==> src/rtl/tft_timing_ctrl.sv <==
`default_nettype none
// tft_timing_ctrl: 480x272 RGB565 raster timing, pixel request and panel data path.
// Revision 1.0
module tft_timing_ctrl #(
  parameter logic [10:0] H_SYNC  = 11'd41,
  parameter logic [10:0] H_BACK  = 11'd2,
  parameter logic [10:0] H_VALID = 11'd480,
  parameter logic [10:0] H_FRONT = 11'd2,
  parameter logic [10:0] H_TOTAL = 11'd525,
  parameter logic [10:0] V_SYNC  = 11'd10,
  parameter logic [10:0] V_BACK  = 11'd2,
  parameter logic [10:0] V_VALID = 11'd272,
  parameter logic [10:0] V_FRONT = 11'd2,
  parameter logic [10:0] V_TOTAL = 11'd286
) (
  input  logic        tft_clk_9m,
  input  logic        sys_rst_n,
  input  logic [15:0] pix_data,
  output logic [10:0] pix_x,
  output logic [10:0] pix_y,
  output logic [15:0] rgb_tft,
  output logic        hsync,
  output logic        vsync,
  output logic        tft_clk,
  output logic        tft_de,
  output logic        tft_bl,
  output logic        frame_start
);

  localparam logic [10:0] c_H_ACT_START = H_SYNC + H_BACK;
  localparam logic [10:0] c_H_ACT_END   = c_H_ACT_START + H_VALID;
  localparam logic [10:0] c_H_REQ_START = c_H_ACT_START - 11'd1;
  localparam logic [10:0] c_H_REQ_END   = c_H_ACT_END - 11'd1;
  localparam logic [10:0] c_H_LAST      = H_TOTAL - 11'd1;
  localparam logic [10:0] c_V_ACT_START = V_SYNC + V_BACK;
  localparam logic [10:0] c_V_ACT_END   = c_V_ACT_START + V_VALID;
  localparam logic [10:0] c_V_LAST      = V_TOTAL - 11'd1;
  localparam logic [10:0] c_PIX_IDLE    = 11'h3FF;

  if ((H_SYNC + H_BACK + H_VALID + H_FRONT) != H_TOTAL) begin : g_h_total_check
    $error("tft_timing_ctrl: horizontal timing does not sum to H_TOTAL");
  end

  if ((V_SYNC + V_BACK + V_VALID + V_FRONT) != V_TOTAL) begin : g_v_total_check
    $error("tft_timing_ctrl: vertical timing does not sum to V_TOTAL");
  end

  logic [10:0] r_cnt_h;
  logic [10:0] r_cnt_v;
  logic        w_h_last;
  logic        w_v_last;
  logic        w_h_act;
  logic        w_v_act;
  logic        w_h_req;
  logic        w_pix_req;

  assign w_h_last = (r_cnt_h == c_H_LAST);
  assign w_v_last = (r_cnt_v == c_V_LAST);

  always_ff @(posedge tft_clk_9m or negedge sys_rst_n) begin
    if (!sys_rst_n) begin
      r_cnt_h <= 11'd0;
    end else if (w_h_last) begin
      r_cnt_h <= 11'd0;
    end else begin
      r_cnt_h <= r_cnt_h + 11'd1;
    end
  end

  always_ff @(posedge tft_clk_9m or negedge sys_rst_n) begin
    if (!sys_rst_n) begin
      r_cnt_v <= 11'd0;
    end else if (w_h_last) begin
      if (w_v_last) begin
        r_cnt_v <= 11'd0;
      end else begin
        r_cnt_v <= r_cnt_v + 11'd1;
      end
    end
  end

  assign w_h_act = (r_cnt_h >= c_H_ACT_START) && (r_cnt_h < c_H_ACT_END);
  assign w_v_act = (r_cnt_v >= c_V_ACT_START) && (r_cnt_v < c_V_ACT_END);

  // Requests lead the display window by one clock to cover the generator's output register.
  assign w_h_req   = (r_cnt_h >= c_H_REQ_START) && (r_cnt_h < c_H_REQ_END);
  assign w_pix_req = w_h_req && w_v_act;

  assign pix_x = w_pix_req ? (r_cnt_h - c_H_REQ_START) : c_PIX_IDLE;
  assign pix_y = w_pix_req ? (r_cnt_v - c_V_ACT_START) : c_PIX_IDLE;

  assign hsync   = (r_cnt_h < H_SYNC);
  assign vsync   = (r_cnt_v < V_SYNC);
  assign tft_de  = w_h_act && w_v_act;
  assign rgb_tft = tft_de ? pix_data : 16'h0000;

  assign tft_clk     = tft_clk_9m;
  assign tft_bl      = sys_rst_n;
  assign frame_start = sys_rst_n && (r_cnt_h == 11'd0) && (r_cnt_v == 11'd0);

endmodule
`default_nettype wire

==> config.mk <==
export PLATFORM = sky130hd
export DESIGN_NAME = tft_timing_ctrl
export DESIGN_NICKNAME = d
export VERILOG_FILES = /design/src/rtl/tft_timing_ctrl.sv
export SDC_FILE = /design/constraint.sdc
export NUM_CORES = 1
export LEC_CHECK = 0
export BUFFER_PORTS_ARGS = -buffer_cell sky130_fd_sc_hd__buf_2
export CORE_UTILIZATION = 52
export DETAILED_ROUTE_END_ITERATION = 8
export HOLD_SLACK_MARGIN = 0.06
export PLACE_DENSITY_LB_ADDON = 0.1
export SYNTH_ARGS = -nofsm -noshare
export SYNTH_HDL_FRONTEND = slang
export SYNTH_SLANG_ARGS = --single-unit
==> constraint.sdc <==
create_clock -name tft_clk_9m -period 3.3 [get_ports tft_clk_9m]
set_clock_uncertainty 0.1 [all_clocks]
set_input_delay 0.495 -clock tft_clk_9m [delete_from_list [all_inputs] [get_ports tft_clk_9m]]
set_output_delay 0.495 -clock tft_clk_9m [all_outputs]
set_load 0.005 [all_outputs]
# Word level (Yosys, flattened, before mapping)
# Index checks and enable logic that the tools add are counted.
[word_totals] word_cells=30 out_inout_bits=44 ff_bits=22 input_bits=18
[op_classes] addsub=4 order_cmp=8 reduce_logical=9 muxes=5 n_eq_ne=2
[ops] op="$mux W11" n=4
[ops] op="$add A11 B1 Y11 const B" n=2
[ops] op="$ge A11 B6 Y1 const B" n=2
[ops] op="$logic_not A11 Y1" n=2
[ops] op="$lt A11 B10 Y1 const B" n=2
[ops] op="$mux W16" n=1
[ops] op="$eq A11 B10 Y1 const B" n=1
[ops] op="$eq A11 B9 Y1 const B" n=1
[ops] op="$ge A11 B4 Y1 const B" n=1
[ops] op="$lt A11 B4 Y1 const B" n=1
[ops] op="$lt A11 B6 Y1 const B" n=1
[ops] op="$lt A11 B9 Y1 const B" n=1
[ops] op="$sub A11 B4 Y11 const B" n=1
[ops] op="$sub A11 B6 Y11 const B" n=1
[ops] op="$logic_and A1 B1 Y1" n=7

# Longest topological paths before layout
# Gate-level depths: netlist (run 1).
[logic_depth] depth_word=4 ltp_mapped=8 ltp_nobuf=6

==> metrics list, run 1 <==
- I/O pin cnt: between 60 and 70
- TritonCTS built the clock tree.
- Ys async rst share: 100%
- Fin crit period: 3160 ps
- Fraction of the yosys area taken by sequential cells: ~28%
- Die boundary height: around 64 microns
- STA classifies the critical path startpoint as a flop.
- Unrepaired setup endpoints after global routing: no
* Path type of the worst min-delay path: reg2reg
- After routing, the total negative slack on setup checks comes to 0 ps.
* Inst Count DP: 341
* Sum of internal, switching and leakage power: 0.000594 W
* First-pass GRT wire length: ~8000 microns
- Post-Synthesis Mean Instance Area: around 8.0 sq um
- The area growth from synthesis to layout is 22.5%.
* Clock Pin Slew Worst Setup and Hold Paths: approximately 80 ps
* HPWL after DPL: between 3000 and 4000 microns
- Static timing analysis puts the maximum clock frequency at ~320 MHz.
- Buffers placed on the I/O ports in this run total between 60 and 70.
- Entering global routing, the biggest net connects 29 pins.
- Cells with a size suffix above 1 make up between 20% and 30% of the layout.
- The later pin in the worst-skew pair is clocked with a latency of 370 ps.
* Endpoints failing hold: 0
- Number of enable flip-flop cells after synthesis: 0
- Dividing the detail-routed via count by the number of cells gives 5.64.
- Of the available clock period, the critical path in the final layout requires between 90% and 100%.
- Detailed Route Iter0 Violations: 139
- Routability cong.: about 0.83
* Final Setup Violations: 0
- The most used flip-flop cell after synthesis is sky130_fd_sc_hd__dfrtp_1.
- Overall track demand over capacity in global routing: 25.3%
* Worst Path Required: roughly 2700 ps
- Synthesized area: about 2000 sq um
- Across the run, the number of max-cap violations was 0.
- The number of global-route vias before repair is about 1800.
* Number of antenna repair diodes: 0
- Leakage component of the power: 1.18 nW
- For the pin with the worst max-slew slack, the measured transition is ~790 ps.
- Number of nets in the synthesized netlist: ~280
- Final design area excluding fillers: roughly 2400 sq um
- Count of placed standard cells in the final layout, fillers left out: about 350
- Post-route worst hold slack: between 400 and 500 ps
* Ys Warns: 0
- The largest individual stage delay along the critical path comes from the cell sky130_fd_sc_hd__or4_1.
- DR DRC count: 0
- In this run, synthesis produced a sequential element count of 22.
* Endpoint type of the worst setup path: output port
- The die is 63.9 microns wide.
* Result of the run: completed
* Post-route antenna net violation count: 0
* Highest fanout seen on the critical path: 17
- Count of vias placed by the detailed router: around 2000
- Gr ovfl total: 0
- Detailed-route wire length: ~4800 microns
- After detailed placement, the total cell area comes to 2320 sq um.
- The worst setup path is of the reg2out kind.
* Arrival time worst endpoint: about 2600 ps
- Number of distinct library cells after synthesis: 41
- The number of max-slew violations in the final report came to 0.
- Peak ir drop on the vdd network: roughly 0.23 mV
* Cells after Synth: ~250
- The number of antenna violations at the first check in global routing was 0.
* Worst slew margin relative to its limit: a little under half
- Initial Util: 54.4%
* Crit-path cells: or3_1 -> or4_1 -> and4_1 -> buf_2
- Power Density: around 240 nW/um^2
* Final-stage net count: 331
* Wire per inst: between 10 and 15 microns
- The die covers around 4100 sq um.
- Site Rows: 22
- Area of the core: roughly 3700 sq um
* Drt first pass iters: 4
- Delay of the slowest cell on the worst path: roughly 800 ps
## critical path: cells and delay by family (launching register included)
kind,cells,cell delay (ps)
flip-flops,1,450
AND/OR/NAND/NOR,3,1620
buffers and inverters,1,120
## power by group
group	internal (W)	leakage [nW]	switching, W
combinational	0.00000892	0.828	0.00000817
clock	0.000192	0.0543	0.000116
sequential	0.000269	0.293	0
total	0.000470	1.18	0.000124
## path summary, 6_finish.rpt
kind,cells after the start,from,slack [ps],endpoint
setup / recovery,4,r_cnt_h[7],140,rgb_tft[8]
hold / removal,1,r_cnt_v[10],440,r_cnt_v[10]
setup reg to reg,4,r_cnt_h[7],880,r_cnt_v[5]
hold reg to reg,1,r_cnt_v[10],440,r_cnt_v[10]
max in group asynchronous,3,sys_rst_n,2290,r_cnt_h[7]
min in group asynchronous,3,sys_rst_n,580,r_cnt_v[7]
## sequential cells by signal (all words and copies together) (netlist names)
signal	cells
r_cnt_h	11
r_cnt_v	11
## repair_timing
action                                  in CTS  in global routing
hold endpoints to repair                    22                  0
hold buffers                                 1                  0
buffers inserted                             0                  0
resized for setup                            2                  1
endpoints found under the setup margin      21                  4
## layout by cell type (no fill, tap or decap), types with 11 or more instances in the layout
cell	n
sky130_fd_sc_hd__dfrtp_1	22
sky130_fd_sc_hd__nor2_1	15
sky130_fd_sc_hd__and4_1	18
sky130_fd_sc_hd__xor2_1	13
sky130_fd_sc_hd__nand2_1	18
sky130_fd_sc_hd__ha_1	11
sky130_fd_sc_hd__buf_2	61
sky130_fd_sc_hd__nand3_1	30
## kinds of logic (layout without fill, tap and decap cells)
kind of cell / after synthesis / in the layout / share of synthesized area (%)
and+or+nand+nor: 127 / 127 / 36.8
DFF: 22 / 22 / 27.6
AOI/OAI and AO/OA: 28 / 28 / 9.73
buffers and inverters: 38 / 90 / 8.79
xor gates and xnor gates: 23 / 23 / 10.1
adders and majority gates: 11 / 11 / 6.91
## area by class of cell
type	instances	area [sq um]
Timing Repair Buffer	72	397
Multi-Input combinational cell	189	1300
Clock buffer	8	101
Fill cell	330	1220
Inverter	10	37.5
Sequential cell	22	551
Tap cell	48	60.1
## metal layers
layer / part of all wire [%] / GRT usage (%)
met1: 49 / 33.5
met5: 0 / 0
met3: 5.3 / 4.46
met2: 45 / 40.7
met4: 1.3 / 9.94
## cells in the mapped netlist, types with 2 or more instances
| library cell | count | area share [%] |
|---|---|---|
| sky130_fd_sc_hd__buf_6 | 2 | 1.1 |
| sky130_fd_sc_hd__o21ai_0 | 9 | 2.3 |
| sky130_fd_sc_hd__or3_1 | 5 | 1.6 |
| sky130_fd_sc_hd__inv_1 | 10 | 1.9 |
| sky130_fd_sc_hd__nand4_1 | 4 | 1.3 |
| sky130_fd_sc_hd__nor3_1 | 10 | 2.5 |
| sky130_fd_sc_hd__nor2b_1 | 4 | 1.3 |
| sky130_fd_sc_hd__nand2_1 | 18 | 3.4 |
| sky130_fd_sc_hd__buf_4 | 3 | 1.1 |
| sky130_fd_sc_hd__and3_1 | 8 | 2.5 |
| sky130_fd_sc_hd__o211ai_1 | 3 | 1.1 |
| sky130_fd_sc_hd__and4_1 | 18 | 7.9 |
| sky130_fd_sc_hd__dfrtp_1 | 22 | 28 |
| sky130_fd_sc_hd__and2_1 | 2 | 0.63 |
| sky130_fd_sc_hd__nand3_1 | 30 | 7.5 |
| sky130_fd_sc_hd__a21oi_1 | 4 | 1.0 |
| sky130_fd_sc_hd__ha_1 | 11 | 6.9 |
| sky130_fd_sc_hd__or4_1 | 3 | 1.1 |
| sky130_fd_sc_hd__xnor2_1 | 10 | 4.4 |
| sky130_fd_sc_hd__nor2_1 | 15 | 2.8 |
| sky130_fd_sc_hd__xor2_1 | 13 | 5.7 |
| sky130_fd_sc_hd__clkbuf_1 | 18 | 3.4 |
| sky130_fd_sc_hd__a22oi_1 | 2 | 0.75 |
| sky130_fd_sc_hd__buf_2 | 5 | 1.3 |
| sky130_fd_sc_hd__nor4_1 | 4 | 1.3 |
## through the flow
step | worst slack, ps | util (%)
3_5_place_dp | 237 | 63.4
6_report | 141 | 66.7
2_1_floorplan | 716 | -
5_1_grt | 17.6 | 66.7
4_1_cts | 119 | 66.6
3_3_place_gp | 283 | 63.4
(Power assumes the default switching activity.)
==> run 2, diff against run 1 <==
--- a/config.mk
+++ b/config.mk
@@ -6,7 +6,8 @@
 export NUM_CORES = 1
 export LEC_CHECK = 0
 export BUFFER_PORTS_ARGS = -buffer_cell sky130_fd_sc_hd__buf_2
-export CORE_UTILIZATION = 52
+export CORE_UTILIZATION = 53
+export CTS_BUF_LIST = sky130_fd_sc_hd__clkbuf_2
 export DETAILED_ROUTE_END_ITERATION = 8
 export HOLD_SLACK_MARGIN = 0.06
 export PLACE_DENSITY_LB_ADDON = 0.1
==> metrics list, run 2 (same netlist as run 1, synthesis figures left out) <==
- In the final design database the tool counted 330 nets.
* First-pass GRT wire length: ~7700 microns
* Count of vias placed by the detailed router: between 1500 and 2000
- The number of global-route vias before repair is 1634.
- The die is about 63 microns tall.
- Fill cell count: 300
* Endpoints failing hold: 0
* Via density: 5.74
- Clock-pin slew was measured on the worst setup and hold paths at roughly 220 ps.
* Clock tree from TritonCTS: yes
* Sum of negative setup slack: 0 ps
* Met2 usage: 37.8%
- The total area inside the core boundary comes to between 3000 and 4000 sq um.
- For this run, the top clock speed supported by timing is 316 MHz.
- Initial antenna violation count: 0
- The worst setup path is captured at an output port.
* Met1 routing resource usage after global routing: approximately a third
- Worst Path Required: roughly 2700 ps
- Regs by FF count: r_cnt_h (11), r_cnt_v (11)
- Crit-path cells: or3_1 -> a211o_1 -> a311oi_4 -> buf_6 -> and4_1 -> buf_2
- The worst setup path is of the reg2out kind.
* Result of the run: completed
- DR DRC count: 0
- Maximum number of pins on one net before global-route repair: 31
* Met3 global-route usage: 4.17%
- Library cell contributing the largest single delay on the critical path: sky130_fd_sc_hd__dfrtp_2
- Commonest non-fill, non-tap cell in the layout: sky130_fd_sc_hd__buf_2
* Leakage component of the power: between 1 and 1.5 nW
- Along the worst path, the maximum fanout reaches 30.
* Number of buffer cells added on primary ports: 61
- Layer with the highest usage after global routing: met2
- Max Slew Vio Count: 0
- Path type of the worst min-delay path: reg2reg
- Clock Latency Late Sink: 430 ps
* Die width: 63.3 microns
- Final Setup Violations: 0
* Internal reg-to-reg setup slack: about 880 ps
- between 60 and 70 I/O pins were placed.
* Site Rows: 21
- Worst Tran Pin Value: ~350 ps
* Power Density: around 190 nW/um^2
- Routability-driven placement finished with a final weighted congestion of ~0.85.
- The detailed router finished its first iteration with 77 violations.
- Setup repair after global routing left no endpoint under its margin.
* Area added between synthesis and finish: 19.0%
- CP startpoint kind: flop
- Number of antenna repair diodes: 0
- Initial Util: a little under three fifths
* HPWL after DPL: 3450 microns
- Overall track demand over capacity in global routing: between 20% and 30%
* Wire per inst: approximately 14 microns
- Fin crit period: roughly 3200 ps
- Summed over all layers, the routed wires come to about 4800 microns.
- Post-route antenna net violation count: 0
- Drt first pass iters: 4
- Layout cells sized above 1: around 29%
* Crit share post-route: 95.8%
- The die covers around 4000 sq um.
- VDD sags by at most 0.153 mV.
- On the worst path, the slowest cell contributes a delay of about 510 ps.
- The library cells used most frequently in the layout, excluding fill and tap cells, are 61 x sky130_fd_sc_hd__buf_2, 30 x sky130_fd_sc_hd__nand3_1, 21 x sky130_fd_sc_hd__dfrtp_1.
- In this run the tightest slew margin relative to its limit is between 70% and 80%.
- Gr ovfl total: 0
- The design draws between 0.0004 and 0.0005 W.
* Arrival time worst endpoint: around 2600 ps
- Buffer count from post-CTS setup fixing: 0
- Max-cap violations in this run came to 0.
-- run 2: cell types whose count changed in the layout (fill, tap and decap cells not counted), sizes merged --
| cell | change |
|---|---|
| clkinv | +1 |
| buf | -1 |
| clkbuf | -1 |
-- run 2: critical path: cells and delay by family (launching register included) --
family / cells / cell delay [ps]
AND/OR/NAND/NOR: 2 / 630
flip-flops: 1 / 510
buffers and inverters: 2 / 350
AO/OA/AOI/OAI: 2 / 640
-- run 2: per-stage QoR --
step / instance area, sq um / cells / setup WS, ps / hold slack [ps] / utilization, %
after floorplan: 1990 / 249 / 716 / 99.4 / -
after global placement: 2310 / 338 / 568 / 424 / 66.7
after detailed placement: 2310 / 338 / 521 / 429 / 66.7
after CTS: 2360 / 346 / 6.73 / 455 / 67.9
after global routing: 2370 / 346 / 8.41 / 451 / 68.4
final: 2370 / 346 / 138 / 453 / 68.4
-- run 2: power by group --
group	internal, W	total, W	switching [W]
clock	0.0000589	0.000164	0.000105
combinational	0.00000898	0.0000176	0.00000865
sequential	0.000270	0.000270	0
-- run 2: metal layers --
| metal | vias up | wire, microns | part of all wire (%) |
|---|---|---|---|
| met4 | 0 | 41 | 0.86 |
| met3 | 4 | 329 | 6.9 |
| met5 | - | 0 | 0 |
| met1 | 926 | 2220 | 47 |
| li1 | 986 | - | - |
| met2 | 69 | 2180 | 46 |
-- run 2: path summary, 6_finish.rpt --
check                           startpoint     endpoint  depth (start not counted)
worst max register to register  r_cnt_h[7]   r_cnt_v[5]                          4
worst min register to register  r_cnt_h[8]   r_cnt_h[8]                          1
min in group asynchronous        sys_rst_n   r_cnt_v[4]                          3
worst max-delay path            r_cnt_v[5]  rgb_tft[12]                          6
max in group asynchronous        sys_rst_n   r_cnt_v[5]                          3
worst min-delay path            r_cnt_h[8]   r_cnt_h[8]                          1
-- run 2: final cells by class --
cell class	count	area, sq um	share of cell area (%)
multi-input cells	189	1300	54.7
flip-flops and latches	22	552	23.3
repair buffers	71	389	16.4
well taps	46	57.6	2.43
inverters	10	37.5	1.58
clock buffers	7	35.0	1.48
clock inverters	1	3.75	0.158
-- run 2: repair_timing --
action	4_1_cts	5_1_grt
gates resized for setup	0	4
hold buffers	1	0
hold endpoints to repair	22	0
endpoints found under the setup margin	0	39
